## src/rtl/proc_pkg.sv

```systemverilog
// Shared types and constants for the 16-bit processor branch path.
package proc_pkg;

    localparam int unsigned DATA_W = 16;
    localparam int unsigned CNT_W  = 4;

    typedef enum logic [1:0] {
        ST_IDLE    = 2'b00,
        ST_RESOLVE = 2'b01,
        ST_FLUSH   = 2'b10
    } state_e;

    typedef enum logic [1:0] {
        COND_ALWAYS = 2'b00,
        COND_TRUE   = 2'b01,
        COND_FALSE  = 2'b10,
        COND_NEVER  = 2'b11
    } cond_e;

    // Branch request captured at the handshake
    typedef struct packed {
        cond_e             cond;
        logic              flag;
        logic [DATA_W-1:0] target;
    } br_req_t;

endpackage

```

## src/rtl/branch_cond_eval.sv

```systemverilog
// Combinational branch condition evaluator: (cond, flag) -> taken.
module branch_cond_eval
    import proc_pkg::*;
(
    input  logic [1:0] cond,
    input  logic       flag,
    output logic       taken
);

    // Decode the condition code against the flag
    always_comb begin
        taken = 1'b0;
        case (cond_e'(cond))
            COND_ALWAYS: taken = 1'b1;
            COND_TRUE:   taken = flag;
            COND_FALSE:  taken = ~flag;
            COND_NEVER:  taken = 1'b0;
            default:     taken = 1'b0;
        endcase
    end

endmodule

```

## src/rtl/branch_resolver.sv

```systemverilog
// Conditional branch resolver: owns the PC, flag register and flush sequencing.
module branch_resolver
    import proc_pkg::*;
#(
    parameter logic [DATA_W-1:0] RESET_PC     = 16'h0000,
    parameter int unsigned       FLUSH_CYCLES = 2
) (
    input  logic              clk,
    input  logic              rst,
    input  logic              flag_we,
    input  logic [DATA_W-1:0] flag_in,
    input  logic              br_valid,
    output logic              br_ready,
    input  logic [1:0]        br_cond,
    input  logic [DATA_W-1:0] br_target,
    input  logic              pc_en,
    output logic [DATA_W-1:0] pc,
    output logic              flag_q,
    output logic              br_taken,
    output logic              flush
);

    state_e            state_q, state_d;
    br_req_t           req_q, req_d;
    logic [DATA_W-1:0] pc_q, pc_d;
    logic [CNT_W-1:0]  cnt_q, cnt_d;
    logic              flag_d;
    logic              br_taken_q, br_taken_d;
    logic              flush_q, flush_d;
    logic              taken_c;

    branch_cond_eval u_eval (
        .cond  (req_q.cond),
        .flag  (req_q.flag),
        .taken (taken_c)
    );

    // State, PC, flag and captured request registers
    always_ff @(posedge clk or posedge rst) begin
        if (rst) begin
            state_q    <= ST_IDLE;
            req_q      <= '0;
            pc_q       <= RESET_PC;
            cnt_q      <= '0;
            flag_q     <= 1'b0;
            br_taken_q <= 1'b0;
            flush_q    <= 1'b0;
        end else begin
            state_q    <= state_d;
            req_q      <= req_d;
            pc_q       <= pc_d;
            cnt_q      <= cnt_d;
            flag_q     <= flag_d;
            br_taken_q <= br_taken_d;
            flush_q    <= flush_d;
        end
    end

    // Next-state, PC update and handshake logic
    always_comb begin
        state_d    = state_q;
        req_d      = req_q;
        pc_d       = pc_q;
        cnt_d      = cnt_q;
        br_taken_d = 1'b0;
        // A same-cycle flag write bypasses into a captured branch
        flag_d     = flag_we ? (|flag_in) : flag_q;
        br_ready   = (state_q == ST_IDLE);

        case (state_q)
            ST_IDLE: begin
                if (br_valid) begin
                    req_d.cond   = cond_e'(br_cond);
                    req_d.flag   = flag_d;
                    req_d.target = br_target;
                    state_d      = ST_RESOLVE;
                end else if (pc_en) begin
                    pc_d = pc_q + DATA_W'(1);
                end
            end
            ST_RESOLVE: begin
                if (taken_c) begin
                    pc_d       = req_q.target;
                    br_taken_d = 1'b1;
                    cnt_d      = CNT_W'(FLUSH_CYCLES);
                    state_d    = ST_FLUSH;
                end else begin
                    pc_d    = pc_q + DATA_W'(1);
                    state_d = ST_IDLE;
                end
            end
            ST_FLUSH: begin
                cnt_d = cnt_q - CNT_W'(1);
                if (cnt_q == CNT_W'(1)) begin
                    state_d = ST_IDLE;
                end
            end
            default: begin
                state_d = ST_IDLE;
            end
        endcase

        flush_d = (state_d == ST_FLUSH);
    end

    assign pc       = pc_q;
    assign br_taken = br_taken_q;
    assign flush    = flush_q;

endmodule

```

## config.mk

```make
export PLATFORM = sky130hd
export DESIGN_NAME = branch_resolver
export DESIGN_NICKNAME = d
export VERILOG_FILES = /design/src/rtl/proc_pkg.sv /design/src/rtl/branch_cond_eval.sv /design/src/rtl/branch_resolver.sv
export SDC_FILE = /design/constraint.sdc
export NUM_CORES = 1
export LEC_CHECK = 0
export BUFFER_PORTS_ARGS = -buffer_cell sky130_fd_sc_hd__buf_2
export CAP_MARGIN = 20
export CORE_ASPECT_RATIO = 0.75
export CORE_UTILIZATION = 50
export CTS_BUF_LIST = sky130_fd_sc_hd__clkbuf_16
export DETAILED_ROUTE_END_ITERATION = 8
export GPL_ROUTABILITY_DRIVEN = 0
export MAX_ROUTING_LAYER = met4
export PLACE_DENSITY = 0.77
export SLEW_MARGIN = 40
export SYNTH_ARGS = -nofsm -noshare
export SYNTH_HDL_FRONTEND = slang
export SYNTH_SLANG_ARGS = --single-unit
```

## constraint.sdc

```tcl
create_clock -name clk -period 2.4 [get_ports clk]
set_input_delay 0.48 -clock clk [delete_from_list [all_inputs] [get_ports clk]]
set_output_delay 0.48 -clock clk [all_outputs]
set_load 0.02 [all_outputs]
```

# --- After elaboration in Yosys (flattened, before gate mapping) ---
# Cells that the tools add are included.
# Widths: inputs -> output; s select.
totals:
  ff_bits: 44
  wordCells: 44
  out_inout_bits: 20
  inputBits: 39
op_classes:
  bitwise: 1
  n_eq_ne: 10
  mux: 14
  n_reduce_logical: 8
  add_sub_neg: 2
op_table:
  columns: ["op", "count"]
  rows:
  - ["$mux 16", 3]
  - ["$pmux 16 s2", 1]
  - ["$add 16x1->16 const B", 1]
  - ["$reduce_or 16->1", 1]
  - ["$eq 2x2->1 const B", 4]
  - ["$pmux 4 s2", 1]
  - ["$mux 2", 3]
  - ["$pmux 2 s3", 1]
  - ["$eq 2x1->1 const B", 2]
  - ["$eq 4x1->1 const B", 1]
  - ["$logic_not 2->1", 2]
  - ["$mux 4", 1]
  - ["$ne 2x2->1 const B", 2]
  - ["$pmux 1 s4", 1]
  - ["$reduce_and 2->1", 2]
  - ["$reduce_bool 2->1", 2]
  - ["$sub 4x1->4 const B", 1]
  - ["$mux 1", 3]
  - ["$reduce_and 3->1", 1]
  - ["$ne 2x1->1 const B", 1]
  - ["$not 1->1", 1]

# --- Logic depth before layout (Yosys ltp) ---
# Gate-level depths: netlist of run 1.
depth:
  depth_word: 5
  depth_mapped: 7
  depth_no_buf: 6

# --- Hierarchy ---
# Synthesis of run 1 repeated with hierarchy kept, for this count alone.
unflattened:
  cells_unflattened: 203
  hier_area_um2: 2148.3
by_module_without_submodules:
  columns: ["module", "seq_area_each_um2", "area_per_inst_um2", "cells_per_inst", "instances"]
  rows:
  - ["branch_resolver", 1101.1, 2138.3, 202, 1]
  - ["branch_cond_eval", 0.0, 10.0, 1, 1]

# --- Worst setup path after synthesis of run 1 ---
# Ideal clock, no wire load.
synth_path:
  kind: "flip-flop to flip-flop"
  startpoint: "register pc_q[0] (netlist: pc[0])"
  endpoint: "register pc_q[12] (netlist: pc[12])"
  t_arrival_ns: 1.773
  t_required_ns: 2.259
  synth_period_minus_slack_ns: 1.914
  path_stages_with_launch: 6
  setup_slack_ns: 0.486
  n_path_buf: 0
  cell_sequence: "dfrtp_1 -> ha_1 -> nand4_1 -> or3_1 -> o311ai_0 -> nand3_1"
synth_via:
  elab_chain_cells: 4
synth_lines:
  columns: ["element", "line", "rtl"]
  rows:
  - ["start, declared", "branch_resolver.sv:25", "logic [DATA_W-1:0] pc_q, pc_d;"]
  - ["start signal, assigned", "branch_resolver.sv:51", "pc_q <= pc_d;"]
  - ["$add 16x1->16 *", "branch_resolver.sv:78, branch_resolver.sv:88", null]
  - ["$mux 16", "branch_resolver.sv:77", "end else if (pc_en) begin"]
  - ["$mux 16", "branch_resolver.sv:72", "if (br_valid) begin"]
  - ["$pmux 16 s2 *", "branch_resolver.sv:70", "case (state_q)"]
# Every way passes the cells marked *; elsewhere a longest branch is shown, timed or not. The select of a mux whose other input is x is not followed.
# A chain may end at the register's enable or synchronous reset.

# --- Final worst setup path of run 1 ---
# Same ends and word-level chain as after synthesis.

==> results.py, run 1 <==
metrics = {
    "status": {
        "status": "completed",
    },
    "timing": {
        "whs_ps": 174,
        "max_freq_mhz": 472,
        "tns_ps": 0,
        "tightestPinTransition_ps": 544,
        "finClkSkew_ps": 2.92,
        "relSlewSlack_pct": 63.5,
        "post-route-min-period_ps": 2120,
        "rsz0062_at_grt": "false",
        "fin_crit_sh_pct": 88.3,
        "slew_viol_final": 0,
        "finalSetupViolations": 0,
        "hold_viol": 0,
    },
    "worst_setup_path": {
        "timing.rr.end": "pc[12]",
        "endpoint_kind": "flop",
        "cp.arrival_ps": 2250,
        "cp_max_fo": 6,
        "slowest_delay_ps": 490,
        "path_class": "reg2reg",
        "path_cells": "ha_1 > nand4_1 > or3_1 > o311ai_0 > nand3_1",
        "regToRegStartpoint": "pc[0]",
        "path_depth": 5,
        "worstPathRequired_ps": 2540,
        "worstSetupStartpointType": "flop",
        "cp_slowest_cell": "or3_1",
        "path_delay_family": "simple AND/OR/NAND/NOR gates",
        "path_buf_inv": 0,
        "r2r_cells": 5,
        "r2r_setup_slack_ps": 280,
    },
    "power": {
        "ir_drop_mv": 0.786,
        "p_total_mw": 3.39,
        "power_density_nw_per_um2": 1290,
        "p_leak_nw": 1.17,
    },
    "layout": {
        "drive_above_1_share_pct": 37.5,
        "nFillCells": 356,
        "area_delta_synth_final_pct": 21.0,
        "nNetsFinal": 298,
        "final_cell_mix": "buf_2, dfrtp_1, mux2_2",
        "fin_util_pct": 64.3,
        "stdcell_count": 311,
        "layout_commonest_cell": "buf_2",
        "antenna-diode-count": 0,
    },
    "grt": {
        "grt_use_total_pct": 23.9,
        "antenna_found_initial": 0,
        "grt_pass1_wl_mm": 7.96,
        "overflow": 0,
        "grt_pass1_vias": 1673,
        "grt_max_degree": 23,
    },
    "routing": {
        "routed_wl_mm": 4.72,
        "drt_iter0_drc": 107,
        "route.vias.total": 1777,
        "drc": 0,
        "drtPass1Iterations": 5,
        "wire_per_inst_um": 15.2,
        "via_per_inst": 5.71,
        "ant_nets": 0,
    },
    "floorplan": {
        "coreArea_sq_um": 4100,
        "die_y_um": 59.2,
        "start_util_pct": 53.1,
        "die_w_um": 78.3,
        "dieArea_sq_um": 4630,
        "num_rows": 20,
        "io_pins": 59,
    },
    "placement": {
        "io_buffers": 58,
        "dp_cells": 304,
        "dpl.hpwl_mm": 3.50,
    },
    "yosys": {
        "syn_inst": 195,
        "synthDistinctLibCells": 45,
        "ys_seq_area_share_pct": 50.5,
        "synth_edf_count": 0,
        "syn_avg_cell_area_sq_um": 11.2,
        "yosys_warnings": 0,
        "synth_seq_cells": 44,
        "synthArstFlopShare_pct": 100,
        "syn_area_sq_um": 2180,
        "synth_nets": 237,
        "synth_ff_type": "dfrtp_1",
    },
    "clocking": {
        "cts_max_level": 2,
        "hold_buffers": 0,
        "clk_latency_ps": 280,
        "root_buffer": "clkbuf_16",
        "tritoncts": "built",
        "numCtsBuffers": 5,
        "cts_max_path_buffers": 2,
        "cts_resized": 0,
        "post_cts_buffers": 0,
        "cts_sinks": 44,
        "clk_pin_slew_ps": 60,
    },
    "run": {
        "max-cap-violations": 0,
    },
    "min_path": {
        "hp-class": "in2async",
    },
}
-- cells in the mapped netlist, types with 2 or more instances --
| cell type | number | area share, % |
|---|---|---|
| or3_1 | 2 | 0.57 |
| dfrtp_1 | 44 | 50 |
| clkbuf_1 | 4 | 0.69 |
| o21ai_0 | 11 | 2.5 |
| o22ai_1 | 3 | 0.86 |
| a21oi_1 | 6 | 1.4 |
| a31oi_1 | 2 | 0.57 |
| o21ba_2 | 2 | 0.92 |
| nor4b_1 | 3 | 1.2 |
| a221o_1 | 5 | 2.3 |
| o31ai_1 | 2 | 0.69 |
| mux2i_1 | 3 | 1.4 |
| nand3_1 | 10 | 2.3 |
| nor3_1 | 3 | 0.69 |
| nand2b_1 | 2 | 0.57 |
| ha_1 | 3 | 1.7 |
| nand4_1 | 6 | 1.7 |
| nand2_1 | 8 | 1.4 |
| clkbuf_8 | 3 | 1.9 |
| a21o_1 | 3 | 1.0 |
| nor2_1 | 8 | 1.4 |
| a2bb2oi_1 | 3 | 1.2 |
| nor4_1 | 6 | 1.7 |
| mux2_2 | 19 | 9.8 |
| a22oi_1 | 3 | 1.0 |
| inv_1 | 7 | 1.2 |
| or4_1 | 6 | 2.1 |
-- state kept, by name, indices dropped and copies added, names as in the netlist --
register,count
req_q,19
state_q,2
br_taken,1
cnt_q,4
flush,1
flag_q,1
pc,16
-- stage by stage --
stage	setup slack (ps)	instance area, sq um
detailed placement	363	2500
global placement	499	2500
CTS	300	2640
floorplan	486	2180
global route	187	2640
finish	280	2640
-- worst max path at each step --
| stage | start | end | slack (ps) |
|---|---|---|---|
| after floorplan | pc[0] | pc[12] | 490 |
| after global placement | pc[0] | pc[12] | 500 |
| final | pc[0] | pc[12] | 280 |
| after detailed placement | pc[0] | pc[12] | 360 |
| after CTS | pc[0] | pc[12] | 300 |
| after global routing | pc[0] | pc[12] | 190 |
-- layout make-up --
cell class | count | area, sq um | share of cell area (%)
sequential | 44 | 1100 | 41.7
multi-input combinational | 133 | 968 | 36.7
timing repair buffer | 64 | 335 | 12.7
clock buffer | 5 | 125 | 4.74
tap | 55 | 68.8 | 2.61
inverter | 8 | 31.3 | 1.19
clock inverter | 2 | 8.76 | 0.332
-- power breakdown --
part	switching (mW)	internal [mW]	leakage (nW)	total [mW]
sequential	0.357	1.09	0.510	1.44
combinational	0.728	0.595	0.594	1.32
clock	0.252	0.373	0.0709	0.625
total	1.34	2.05	1.17	3.39
-- layer usage --
layer,wire (um),track usage (%),up-vias
met5,0,-,-
met4,75,5.82,0
met3,192,6.62,9
met2,2250,38.2,49
met1,2210,30.4,855
li1,-,-,864
-- kinds of logic (layout without fill, tap and decap cells) --
logic type	after synthesis	after routing	share of synthesized area (%)
compound gates	44	44	14.0
xor+xnor	1	1	0.402
fa+ha+maj	3	3	1.72
buf+inv	18	79	5.11
flops	44	44	50.5
mux	23	23	11.9
simple gates	62	62	16.4
No activity file was read; power rests on OpenSTA's default activity.
==> run 2, diff against run 1 <==
- CORE_ASPECT_RATIO: 0.75 -> 1.1
- RECOVER_POWER: default -> 50
==> run 2 against run 1 <==
Compared with the run above: clock power rose by 19%; core utilization is 0.44 points higher; global-route usage shrank 0.21 points; cell count decreased by 0.96%; wire length shrank 1.2%.
==> results.py, run 2 (synthesis gave the netlist of run 1 again) <==
metrics = {
    "status": {
        "status": "completed",
    },
    "worst_setup_path": {
        "regToRegStartpoint": "pc[0]",
        "r2r_setup_slack_ps": 450,
        "timing.rr.end": "pc[12]",
        "worstSetupStartpointType": "flop",
        "worstSetupEndpoint": "pc[12]",
        "cp_max_fo": 6,
        "worstPathRequired_ps": 2550,
        "cp.arrival_ps": 2100,
        "path_class": "reg2reg",
        "r2r_cells": 5,
        "endpoint_kind": "flop",
        "worstSetupStartpoint": "pc[0]",
    },
    "min_path": {
        "hp-class": "in2reg",
        "hold_depth": 2,
    },
    "clocking": {
        "post_cts_buffers": 0,
        "tritoncts": "built",
        "cts_max_path_buffers": 2,
        "clk_latency_ps": 280,
        "hold_buffers": 0,
        "cts_resized": 0,
        "clk_pin_slew_ps": 60,
        "numCtsBuffers": 5,
        "root_buffer": "clkbuf_16",
        "cts_max_level": 2,
        "cts_sinks": 44,
    },
    "power": {
        "ir_drop_mv": 0.725,
        "power_density_nw_per_um2": 1320,
        "p_leak_nw": 1.16,
    },
    "routing": {
        "via_per_inst": 5.87,
        "drt_iter0_drc": 69,
        "ant_nets": 0,
        "wire_per_inst_um": 15.2,
        "routed_wl_mm": 4.67,
        "drtPass1Iterations": 4,
        "drc": 0,
        "route.vias.total": 1809,
    },
    "placement": {
        "pre_cts_ws_ps": 477,
        "dpl.hpwl_mm": 3.23,
        "dp_cells": 300,
        "io_buffers": 58,
    },
    "layout": {
        "antenna-diode-count": 0,
        "area_delta_synth_final_pct": 21.2,
        "drive_above_1_share_pct": 34.0,
        "layout_commonest_cell": "buf_2",
        "nNetsFinal": 297,
        "final_cell_mix": "buf_2, dfrtp_1, mux2_2",
        "top_register": "req_q",
        "stdcell_count": 308,
        "fin_util_pct": 64.7,
        "largest_register_ffs": 19,
    },
    "timing": {
        "whs_ps": 429,
        "relSlewSlack_pct": 30.0,
        "tns_ps": 0,
        "finalSetupViolations": 0,
        "slew_viol_final": 0,
        "hold_viol": 0,
        "rsz0062_at_grt": "false",
        "tightestPinTransition_ps": 1050,
        "post-route-min-period_ps": 1950,
        "finClkSkew_ps": 4.42,
        "layout_setup_ws_ps": 451,
        "max_freq_mhz": 513,
        "fin_crit_sh_pct": 81.2,
    },
    "grt": {
        "overflow": 0,
        "grt_pass1_vias": 1783,
        "grt_use_total_pct": 23.6,
        "grt_pass1_wl_mm": 8.04,
        "grt_max_degree": 45,
        "antenna_found_initial": 0,
    },
    "floorplan": {
        "io_pins": 59,
        "dieArea_sq_um": 4630,
        "die_w_um": 65.0,
        "start_util_pct": 53.4,
        "num_rows": 24,
        "die_y_um": 71.3,
        "coreArea_sq_um": 4080,
    },
    "run": {
        "max-cap-violations": 0,
    },
}
## run 2: cell types whose count changed in the layout (fill, tap and decap cells not counted), sizes merged
cell and change:
buf -10, clkbuf +9, bufinv +1
## run 2: power by group
part,switching [mW],total [mW],internal [mW],leakage [nW]
clock network,0.263,0.746,0.483,0.0789
registers,0.358,1.44,1.09,0.510
logic,0.734,1.31,0.579,0.572
total,1.35,3.50,2.15,1.16
## run 2: critical path, stage by stage (launching register included)
cell and delay [ps]:
dfrtp_1 440, ha_1 240, nand4_1 240, or3_1 480
o311ai_0 330, nand3_1 110
## run 2: how the worst min path moves through the flow
stage | start | end
2_1_floorplan | cnt_q[3] | cnt_q[3]
3_3_place_gp | cnt_q[3] | cnt_q[3]
3_5_place_dp | req_q[3] | req_q[3]
4_1_cts | rst | pc[2]
5_1_grt | br_target[13] | req_q[13]
6_report | br_target[13] | req_q[13]
## run 2: routing by layer
metal  global-route usage (%)  up-vias  part of all wire (%)
met5                        -        -                     0
met4                     6.91        0                  0.36
met3                     5.57        2                   5.2
met2                     38.4       53                    51
met1                     29.3      896                    44
li1                         -      858                     -
## run 2: stage by stage
| stage | power, mW | cell area, sq um |
|---|---|---|
| after floorplan | 2.36 | 2180 |
| after global placement | 2.71 | 2490 |
| after detailed placement | 2.76 | 2490 |
| after CTS | 3.53 | 2660 |
| after global routing | 3.74 | 2640 |
| final | 3.50 | 2640 |
## run 2: area by class of cell
| type | instances | area, sq um |
|---|---|---|
| Clock inverter | 3 | 37.5 |
| Sequential cell | 44 | 1100 |
| Tap cell | 52 | 65.1 |
| Inverter | 8 | 31.3 |
| Timing Repair Buffer | 63 | 315 |
| Fill cell | 354 | 1440 |
| Clock buffer | 5 | 125 |
| Multi-Input combinational cell | 133 | 968 |
==> run 3, diff against run 2 <==
- clock period: 2.4 -> 1.9 ns (I/O delays scaled with it)
==> run 3 against run 2 <==
Compared with the run above: register-to-register slack got worse by 390 ps; via count rose by 3.0%; sequential share of layout area fell by 0.95 points; die area did not move; clock power rose by 9.4%; total power rose by 28%; clock skew fell by 1.8 ps; critical path type unchanged.
==> results.py, run 3 (synthesis gave the netlist of run 1 again) <==
metrics = {
    "timing": {
        "finalSetupViolations": 0,
        "hold_viol": 0,
        "tightestPinTransition_ps": 956,
        "layout_setup_ws_ps": 58.8,
        "post-route-min-period_ps": 1840,
        "max_freq_mhz": 543,
        "relSlewSlack_pct": 36.3,
        "finClkSkew_ps": 2.59,
        "slew_viol_final": 0,
        "fin_crit_sh_pct": 96.9,
    },
    "routing": {
        "ant_nets": 0,
        "drtPass1Iterations": 5,
        "routed-wl-met2_mm": 2.55,
        "drt_iter0_drc": 241,
        "routed_wl_mm": 5.24,
        "drc": 0,
        "route.vias.total": 1863,
        "via_per_inst": 5.82,
        "m1WireLength_mm": 2.31,
        "routed-wl-met3_um": 302,
        "wire_per_inst_um": 16.4,
        "highest_layer": "met4",
    },
    "grt": {
        "grt_use_total_pct": 25.9,
        "overflow": 0,
        "grt_pass1_vias": 1776,
        "antenna_found_initial": 0,
        "grt_pass1_wl_mm": 8.75,
        "grt_max_degree": 21,
    },
    "clocking": {
        "cts_max_path_buffers": 2,
        "hold_buffers": 0,
        "clk_latency_ps": 280,
        "root_buffer": "clkbuf_16",
        "cts_sinks": 44,
        "cts_max_level": 2,
        "tritoncts": "built",
        "numCtsBuffers": 5,
        "clk_pin_slew_ps": 60,
    },
    "layout": {
        "fin_util_pct": 66.3,
        "nNetsFinal": 309,
        "stdcell_count": 320,
        "drive_above_1_share_pct": 37.3,
        "area_delta_synth_final_pct": 24.2,
        "largest_register_ffs": 19,
        "top_register": "req_q",
        "antenna-diode-count": 0,
        "layout_commonest_cell": "buf_2",
        "final_cell_mix": "buf_2, dfrtp_1, mux2_2",
    },
    "power": {
        "p_total_mw": 4.49,
        "ir_drop_mv": 0.783,
        "power_density_nw_per_um2": 1660,
        "p_leak_nw": 1.20,
    },
    "worst_setup_path": {
        "worstSetupStartpointType": "flop",
        "path_buf_inv": 0,
        "path_cells": "ha_1 > nand4_1 > nor4_1 > o21ai_0 > a221o_1",
        "worstPathRequired_ps": 2060,
        "r2r_setup_slack_ps": 60,
        "path_delay_family": "simple AND/OR/NAND/NOR gates",
        "cp_max_fo": 4,
        "slowest_delay_ps": 420,
        "path_class": "reg2reg",
        "cp.arrival_ps": 2000,
        "cp_slowest_cell": "dfrtp_1",
        "endpoint_kind": "flop",
    },
    "placement": {
        "io_buffers": 58,
        "dpl.hpwl_mm": 3.70,
        "pre_cts_ws_ps": 79.5,
        "dp_cells": 311,
    },
    "run": {
        "max-cap-violations": 0,
    },
    "floorplan": {
        "coreArea_sq_um": 4080,
        "die_y_um": 71.3,
        "start_util_pct": 53.4,
        "io_pins": 59,
        "dieArea_sq_um": 4630,
        "die_w_um": 65.0,
        "num_rows": 24,
    },
    "status": {
        "status": "completed",
    },
    "min_path": {
        "hp-class": "in2async",
    },
}
## run 3: cell types whose count changed in the layout (fill, tap and decap cells not counted), sizes merged
cell	change
buf	+12
clkinv	-2
inv	+2
bufinv	-1
clkinvlp	+1
## run 3: path summary, 6_finish.rpt
kind / endpoint / start / cells past startpoint
worst max-delay path: pc[14] / pc[1] / 5
worst min register to register: req_q[4] / req_q[4] / 1
min in group clk: req_q[7] / br_target[7] / 2
worst min-delay path: flag_q / rst / 2
worst max register to register: pc[14] / pc[1] / 5
max in group asynchronous: req_q[9] / rst / 3
## run 3: what timing repair did
action                     4_1_cts  5_1_grt
setup endpoints to repair        0        3
setup buffers                    0        1
resized for setup                0        2
## run 3: power breakdown
part | internal (mW) | switching, mW
clock network | 0.477 | 0.339
registers | 1.37 | 0.400
logic | 0.853 | 1.05
total | 2.70 | 1.79
## run 3: layout make-up
cell class,instances,area [sq um]
well taps,52,65.1
multi-input cells,133,968
repair buffers,75,400
inverters,8,32.5
clock inverters,3,15.0
fillers,340,1380
clock buffers,5,125
flip-flops and latches,44,1100
## run 3: per-layer routing
metal / track usage (%) / vias up
met5: - / -
met2: 38.4 / 79
li1: - / 879
met1: 35.6 / 898
met3: 5.73 / 7
met4: 7.41 / 0
## run 3: stage by stage
| stage | hold slack [ps] | area, sq um | setup TNS (ps) |
|---|---|---|---|
| 2_1_floorplan | 457 | 2180 | 0 |
| 3_3_place_gp | 478 | 2600 | 0 |
| 3_5_place_dp | 495 | 2600 | 0 |
| 4_1_cts | 231 | 2740 | 0 |
| 5_1_grt | 212 | 2710 | -8.47 |
| 6_report | 162 | 2710 | 0 |
